[src/rtl/dmem_pkg.sv]
// dmem_pkg: shared types and constants for the dmem_responder slice.
//   state_t      - responder FSM states
//   dmem_req_t   - captured request (we, funct3, addr, wdata)
//   F3_*         - RV32I load/store funct3 encodings
//   req_err()    - illegal-funct3 / misalignment check for a request
package dmem_pkg;

    typedef enum logic [1:0] {
        IDLE,
        BUSY,
        RESP
    } state_t;

    localparam logic [2:0] F3_B  = 3'b000;
    localparam logic [2:0] F3_H  = 3'b001;
    localparam logic [2:0] F3_W  = 3'b010;
    localparam logic [2:0] F3_BU = 3'b100;
    localparam logic [2:0] F3_HU = 3'b101;

    typedef struct packed {
        logic        we;
        logic [2:0]  funct3;
        logic [31:0] addr;
        logic [31:0] wdata;
    } dmem_req_t;

    // Unsigned variants only exist for loads, so they are illegal on stores.
    function automatic logic req_err(input logic we, input logic [2:0] funct3,
                                     input logic [1:0] byte_off);
        logic bad_f3;
        logic misaligned;
        bad_f3     = 1'b0;
        misaligned = 1'b0;
        case (funct3)
            F3_B:  ;
            F3_H:  misaligned = byte_off[0];
            F3_W:  misaligned = (byte_off != 2'b00);
            F3_BU: bad_f3 = we;
            F3_HU: begin
                bad_f3     = we;
                misaligned = byte_off[0];
            end
            default: bad_f3 = 1'b1;
        endcase
        return bad_f3 | misaligned;
    endfunction

endpackage

[src/rtl/dmem_lane_align.sv]
// dmem_lane_align: combinational byte-lane steering.
//   funct3   - access size/sign encoding
//   byte_off - addr[1:0] of the access
//   wdata    - right-aligned store data
//   old_word - current memory word at the access index
//   st_word  - old_word with the store lanes merged in
//   ld_data  - selected lane(s), sign/zero extended
module dmem_lane_align
    import dmem_pkg::*;
(
    input  logic [2:0]  funct3,
    input  logic [1:0]  byte_off,
    input  logic [31:0] wdata,
    input  logic [31:0] old_word,
    output logic [31:0] st_word,
    output logic [31:0] ld_data
);

    logic [7:0]  sel_b;
    logic [15:0] sel_h;

    always_comb begin
        st_word = old_word;
        case (funct3)
            F3_B:    st_word[{byte_off, 3'b000} +: 8]        = wdata[7:0];
            F3_H:    st_word[{byte_off[1], 4'b0000} +: 16]   = wdata[15:0];
            F3_W:    st_word                                 = wdata;
            default: ;
        endcase
    end

    always_comb begin
        sel_b   = old_word[{byte_off, 3'b000} +: 8];
        sel_h   = old_word[{byte_off[1], 4'b0000} +: 16];
        ld_data = 32'h0;
        case (funct3)
            F3_B:    ld_data = {{24{sel_b[7]}}, sel_b};
            F3_H:    ld_data = {{16{sel_h[15]}}, sel_h};
            F3_W:    ld_data = old_word;
            F3_BU:   ld_data = {24'h0, sel_b};
            F3_HU:   ld_data = {16'h0, sel_h};
            default: ld_data = 32'h0;
        endcase
    end

endmodule

[src/rtl/dmem_responder.sv]
// dmem_responder: single-outstanding data-memory responder with fixed latency.
//   clk_i, reset_i (sync, active-low)
//   req_valid_i/req_ready_o, req_we_i, req_funct3_i, req_addr_i, req_wdata_i
//   rsp_valid_o/rsp_ready_i, rsp_rdata_o, rsp_err_o
// A request accepted at edge T produces a response at edge T+LAT which is
// held until rsp_ready_i; the next accept can happen one edge after that.
module dmem_responder
    import dmem_pkg::*;
#(
    parameter int DEPTH = 32,
    parameter int LAT   = 2
) (
    input  logic        clk_i,
    input  logic        reset_i,
    input  logic        req_valid_i,
    output logic        req_ready_o,
    input  logic        req_we_i,
    input  logic [2:0]  req_funct3_i,
    input  logic [31:0] req_addr_i,
    input  logic [31:0] req_wdata_i,
    output logic        rsp_valid_o,
    input  logic        rsp_ready_i,
    output logic [31:0] rsp_rdata_o,
    output logic        rsp_err_o
);

    localparam int AW = $clog2(DEPTH);

    state_t      state, state_nxt;
    logic [2:0]  cnt;
    dmem_req_t   req_q;
    logic [31:0] mem [DEPTH];

    logic [AW-1:0] idx;
    logic          accept;
    logic          fire;
    logic          err;
    logic [31:0]   st_word;
    logic [31:0]   ld_data;
    logic          unused_addr_hi;

    assign req_ready_o    = (state == IDLE) && reset_i;
    assign accept         = req_valid_i && req_ready_o;
    assign fire           = (state == BUSY) && (cnt == 3'd0);
    assign idx            = req_q.addr[AW+1:2];
    assign err            = req_err(req_q.we, req_q.funct3, req_q.addr[1:0]);
    assign unused_addr_hi = ^req_q.addr[31:AW+2];

    dmem_lane_align u_align (
        .funct3   (req_q.funct3),
        .byte_off (req_q.addr[1:0]),
        .wdata    (req_q.wdata),
        .old_word (mem[idx]),
        .st_word  (st_word),
        .ld_data  (ld_data)
    );

    always_ff @(posedge clk_i) begin
        if (!reset_i) state <= IDLE;
        else          state <= state_nxt;
    end

    always_comb begin
        state_nxt = state;
        case (state)
            IDLE:    if (accept)       state_nxt = BUSY;
            BUSY:    if (cnt == 3'd0)  state_nxt = RESP;
            RESP:    if (rsp_ready_i)  state_nxt = IDLE;
            default:                   state_nxt = IDLE;
        endcase
    end

    always_ff @(posedge clk_i) begin
        if (!reset_i) begin
            cnt         <= 3'd0;
            req_q       <= '0;
            rsp_valid_o <= 1'b0;
            rsp_err_o   <= 1'b0;
            rsp_rdata_o <= 32'h0;
        end else begin
            if (accept) begin
                req_q <= '{we: req_we_i, funct3: req_funct3_i,
                           addr: req_addr_i, wdata: req_wdata_i};
                cnt   <= 3'(LAT - 1);
            end
            if (state == BUSY && cnt != 3'd0) cnt <= cnt - 3'd1;
            if (fire) begin
                rsp_valid_o <= 1'b1;
                rsp_err_o   <= err;
                rsp_rdata_o <= (err || req_q.we) ? 32'h0 : ld_data;
            end
            if (state == RESP && rsp_ready_i) begin
                rsp_valid_o <= 1'b0;
                rsp_err_o   <= 1'b0;
                rsp_rdata_o <= 32'h0;
            end
        end
    end

    // Array has no reset; the commit is gated by reset_i so a reset landing
    // on the commit edge still discards the store.
    always_ff @(posedge clk_i) begin
        if (reset_i && fire && req_q.we && !err) mem[idx] <= st_word;
    end

endmodule

[config.mk]
export PLATFORM = sky130hd
export DESIGN_NAME = dmem_responder
export DESIGN_NICKNAME = d
export VERILOG_FILES = /design/src/rtl/dmem_pkg.sv /design/src/rtl/dmem_lane_align.sv /design/src/rtl/dmem_responder.sv
export SDC_FILE = /design/constraint.sdc
export NUM_CORES = 1
export LEC_CHECK = 0
export CAP_MARGIN = 5
export CORE_ASPECT_RATIO = 1.5
export CORE_MARGIN = 10
export CORE_UTILIZATION = 61
export CTS_CLUSTER_SIZE = 24
export DETAILED_ROUTE_END_ITERATION = 10
export PLACE_DENSITY = 0.79
export SLEW_MARGIN = 10
export SYNTH_ARGS = -nofsm -noshare
export SYNTH_HDL_FRONTEND = slang
export SYNTH_SLANG_ARGS = --single-unit
[constraint.sdc]
create_clock -name clk_i -period 4.77 [get_ports clk_i]
set_input_delay 0.7155 -clock clk_i [delete_from_list [all_inputs] [get_ports clk_i]]
set_output_delay 0.7155 -clock clk_i [all_outputs]
set_load 0.05 [all_outputs]
==> metrics.md, run 1 <==
| Metric | Value |
|---|---|
| Netlist Area Pre-Place | `0.04339 sq mm` |
| Metal-1 WL | `39030 um` |
| Clk slew on worst S/H paths | `0.06 ns` |
| Crit share post-route | `89.05%` |
| Die Y | `346.7 um` |
| Ant diodes | `0` |
| Hpwl dp | `66850 um` |
| Synthesis warning total | `0` |
| Total CTS buffers | `93` |
| Sequential-to-total area share from yosys stat | `74.88%` |
| Met3 WL | `13280 um` |
| Core area | `0.07043 sq mm` |
| Drt wl/cell | `34.46 um` |
| CP Class | `register to register` |
| Drt first-iter violations | `3555` |
| Crit end category | `register` |
| Crit-path max FO | `19` |
| Starting Density | `61.61%` |
| EDFF count, synth | `1024` |
| Post-synthesis async set-or-reset flop share | `0%` |
| I/O Buffers | `81` |
| First-pass GRT wire length | `172000 um` |
| Setup violators final | `0` |
| CTS sink cnt | `1111` |
| Die area | `0.08242 sq mm` |
| Cells after synthesis | `2279` |
| Mean post-synth cell area | `19.04 sq um` |
| Final min period | `4.248 ns` |
| Max cap viols | `0` |
| Seq cells post-synth | `1111` |
| Max Used Layer | `met4` |
| GRT Overall Usage | `28.91%` |
| Number of I/O pins | `107` |
| Status | `complete, no violations` |
| Layout cells sized above 1 | `22.48%` |
| Met2 wire length | `59560 um` |
| Final WS setup | `0.5221 ns` |
| Vias in the first global route | `24658` |
| Via count | `23969` |
| Largest net degree at the start of global routing | `73` |
| Top post-synthesis cells by area | `edfxtp_1, mux4_2, dfxtp_1, mux2i_1, nand2_1` |
| Deepest clock path buffer count | `3` |
| Antenna viol nets, final | `0` |
| Worst Skew | `0.03220 ns` |
| Crit path top cell by count | `nor2b_1` |
| DR pass1 iterations | `7` |
| Hold Fails Final Rpt | `0` |
| Core Rows | `119` |
| Die X | `237.8 um` |
| Max stage delay on crit path | `0.89 ns` |
| Synth unique cells | `61` |
| Residual DRC count | `0` |
| Tightest Hold Check Type | `register to register` |
| Final nets | `2524` |
| Crit-path cells | `inv_1 -> ha_1 -> nor2b_1 -> o21ai_0 -> nor4_1 -> nor2b_1 -> nand2_1 -> nor2_4 -> buf_4` |
| Setup TNS after final layout | `0 ns` |
| Worst-Margin Slew | `1.275 ns` |
| Clock root cell | `clkbuf_16` |
| Skew-Pair Late Insertion Delay | `0.69 ns` |
| Critical Path RT | `5.13 ns` |
| Total wire length | `118200 um` |
| CP startpoint kind | `register` |
| Clock tree from TritonCTS | `yes` |
| Setup WS pre-CTS | `0.6865 ns` |
| Initial antenna violation count | `0` |
| LEAKAGE | `15.39 nW` |
| Grt ovf | `0` |
| CP max-delay cell | `nor2_4` |
| Critical path arrival | `4.61 ns` |
| Setup repair bufs after CTS | `0` |
| Area leader, netlist | `edfxtp_1` |
| RSZ-0062 raised after global routing | `no` |
| Placer Congestion | `0.9363` |
| Synth Flop Type | `edfxtp_1` |
| CTS resizes | `0` |
| Post-Syn Nets | `2358` |
| Maximum vdd drop | `0.3087 mV` |
| Avg Vias per Cell | `6.990` |
| Power density cells | `415.5 mW/mm^2` |
| Placed inst area | `0.04614 sq mm` |
| Peak Freq | `235.4 MHz` |
| Area Overhead vs Synth | `13.52%` |
| Final Max Tran Viols | `0` |
| CTS H-tree depth | `3` |
| Most common library cells after synthesis | `edfxtp_1, mux4_2, nand2_1, nor2_1, a21oi_1` |
| Design area | `0.04926 sq mm` |
| Top-count cell post-synth | `edfxtp_1` |
| CTS Hold Bufs | `0` |
| Max-slew headroom | `14.97%` |
| Yosys top cell area share | `70.86%` |
==> critical path, delay by kind of cell (launching register included) <==
kind / cells / cell delay (ns)
fa+ha+maj: 1 / 0.32
compound gates: 1 / 0.14
simple gates: 5 / 2.33
buf+inv: 2 / 0.68
flops: 1 / 0.45
==> kinds of logic after synthesis <==
kind of cell,synth area share (%)
muxes,14.96
DFF,74.88
and+or+nand+nor,3.996
xor gates and xnor gates,0.02019
AOI/OAI and AO/OA,4.296
buffers and inverters,1.649
adders and majority gates,0.2018
==> power by group <==
part	internal, mW	total [mW]	switching [mW]
combinational	0.461	1.54	1.08
sequential	11.0	11.1	0.0692
clock	4.33	7.82	3.49
==> registers in the layout (all words and copies together), names as in the netlist, named ones only <==
signal / count
rsp_rdata_o: 32
cnt: 3
rsp_err_o: 1
idx: 5
mem: 1024
req_q: 38
state: 2
rsp_valid_o: 1
==> through the flow <==
step           total power [mW]  utilization [%]  hold slack (ns)  cells
3_5_place_dp              12.81            65.51           0.4581   3257
5_1_grt                   20.95            69.95           0.4883   3429
6_report                  20.47            69.95           0.4765   3429
4_1_cts                   20.50            69.91           0.4672   3429
3_3_place_gp              12.74            65.51           0.4508   3257
2_1_floorplan             12.18                -           0.4361   2279
==> cell type report <==
class	count	area, sq um
clock buffer	112	2441
sequential	1111	32500
clock inverter	60	658.1
multi-input combinational	1027	10560
fill	4037	21170
tap	907	1135
timing repair buffer	194	1897
inverter	18	67.56
==> final timing paths <==
kind | startpoint | end | slack [ns] | depth (start not counted)
hold / removal | rsp_rdata_o[6] | rsp_rdata_o[6] | 0.48 | 2
hold reg to reg | rsp_rdata_o[6] | rsp_rdata_o[6] | 0.48 | 2
setup reg to reg | req_q[32] | mem[10][26] | 0.52 | 9
setup / recovery | req_q[32] | mem[10][26] | 0.52 | 9
==> cells in the final DEF (no fill, tap or decap), types with 8 or more instances in the layout <==
| cell type | count |
|---|---|
| edfxtp_1 | 1024 |
| mux4_2 | 241 |
| nand2_1 | 189 |
| clkbuf_16 | 95 |
| buf_4 | 94 |
| a21oi_1 | 88 |
| dfxtp_1 | 83 |
| clkdlybuf4s50_1 | 81 |
| mux2i_1 | 80 |
| nor2_1 | 66 |
| o22ai_1 | 47 |
| a22oi_1 | 43 |
| nor2_4 | 32 |
| o21ai_0 | 29 |
| nand3_1 | 27 |
| clkinv_1 | 22 |
| a211oi_1 | 22 |
| buf_12 | 19 |
| nor3_1 | 18 |
| inv_1 | 17 |
| clkbuf_1 | 17 |
| clkinv_2 | 15 |
| bufinv_16 | 12 |
| nor2b_1 | 11 |
| o21ai_2 | 10 |
| nand3_2 | 9 |
| a222oi_1 | 8 |
==> per-layer routing <==
metal,global-route usage [%],vias up
li1,-,9596
met1,36.00,12190
met2,48.01,1834
met3,5.575,349
met4,14.68,0
met5,0,-
Note: power is estimated with default switching activity, not from simulation.
==> inputs of run 2 (changes only) <==
- SKIP_LAST_GASP: not set -> 1
==> results of run 2 <==
No change in the layout: final DEF, timing and power equal those of run 1.
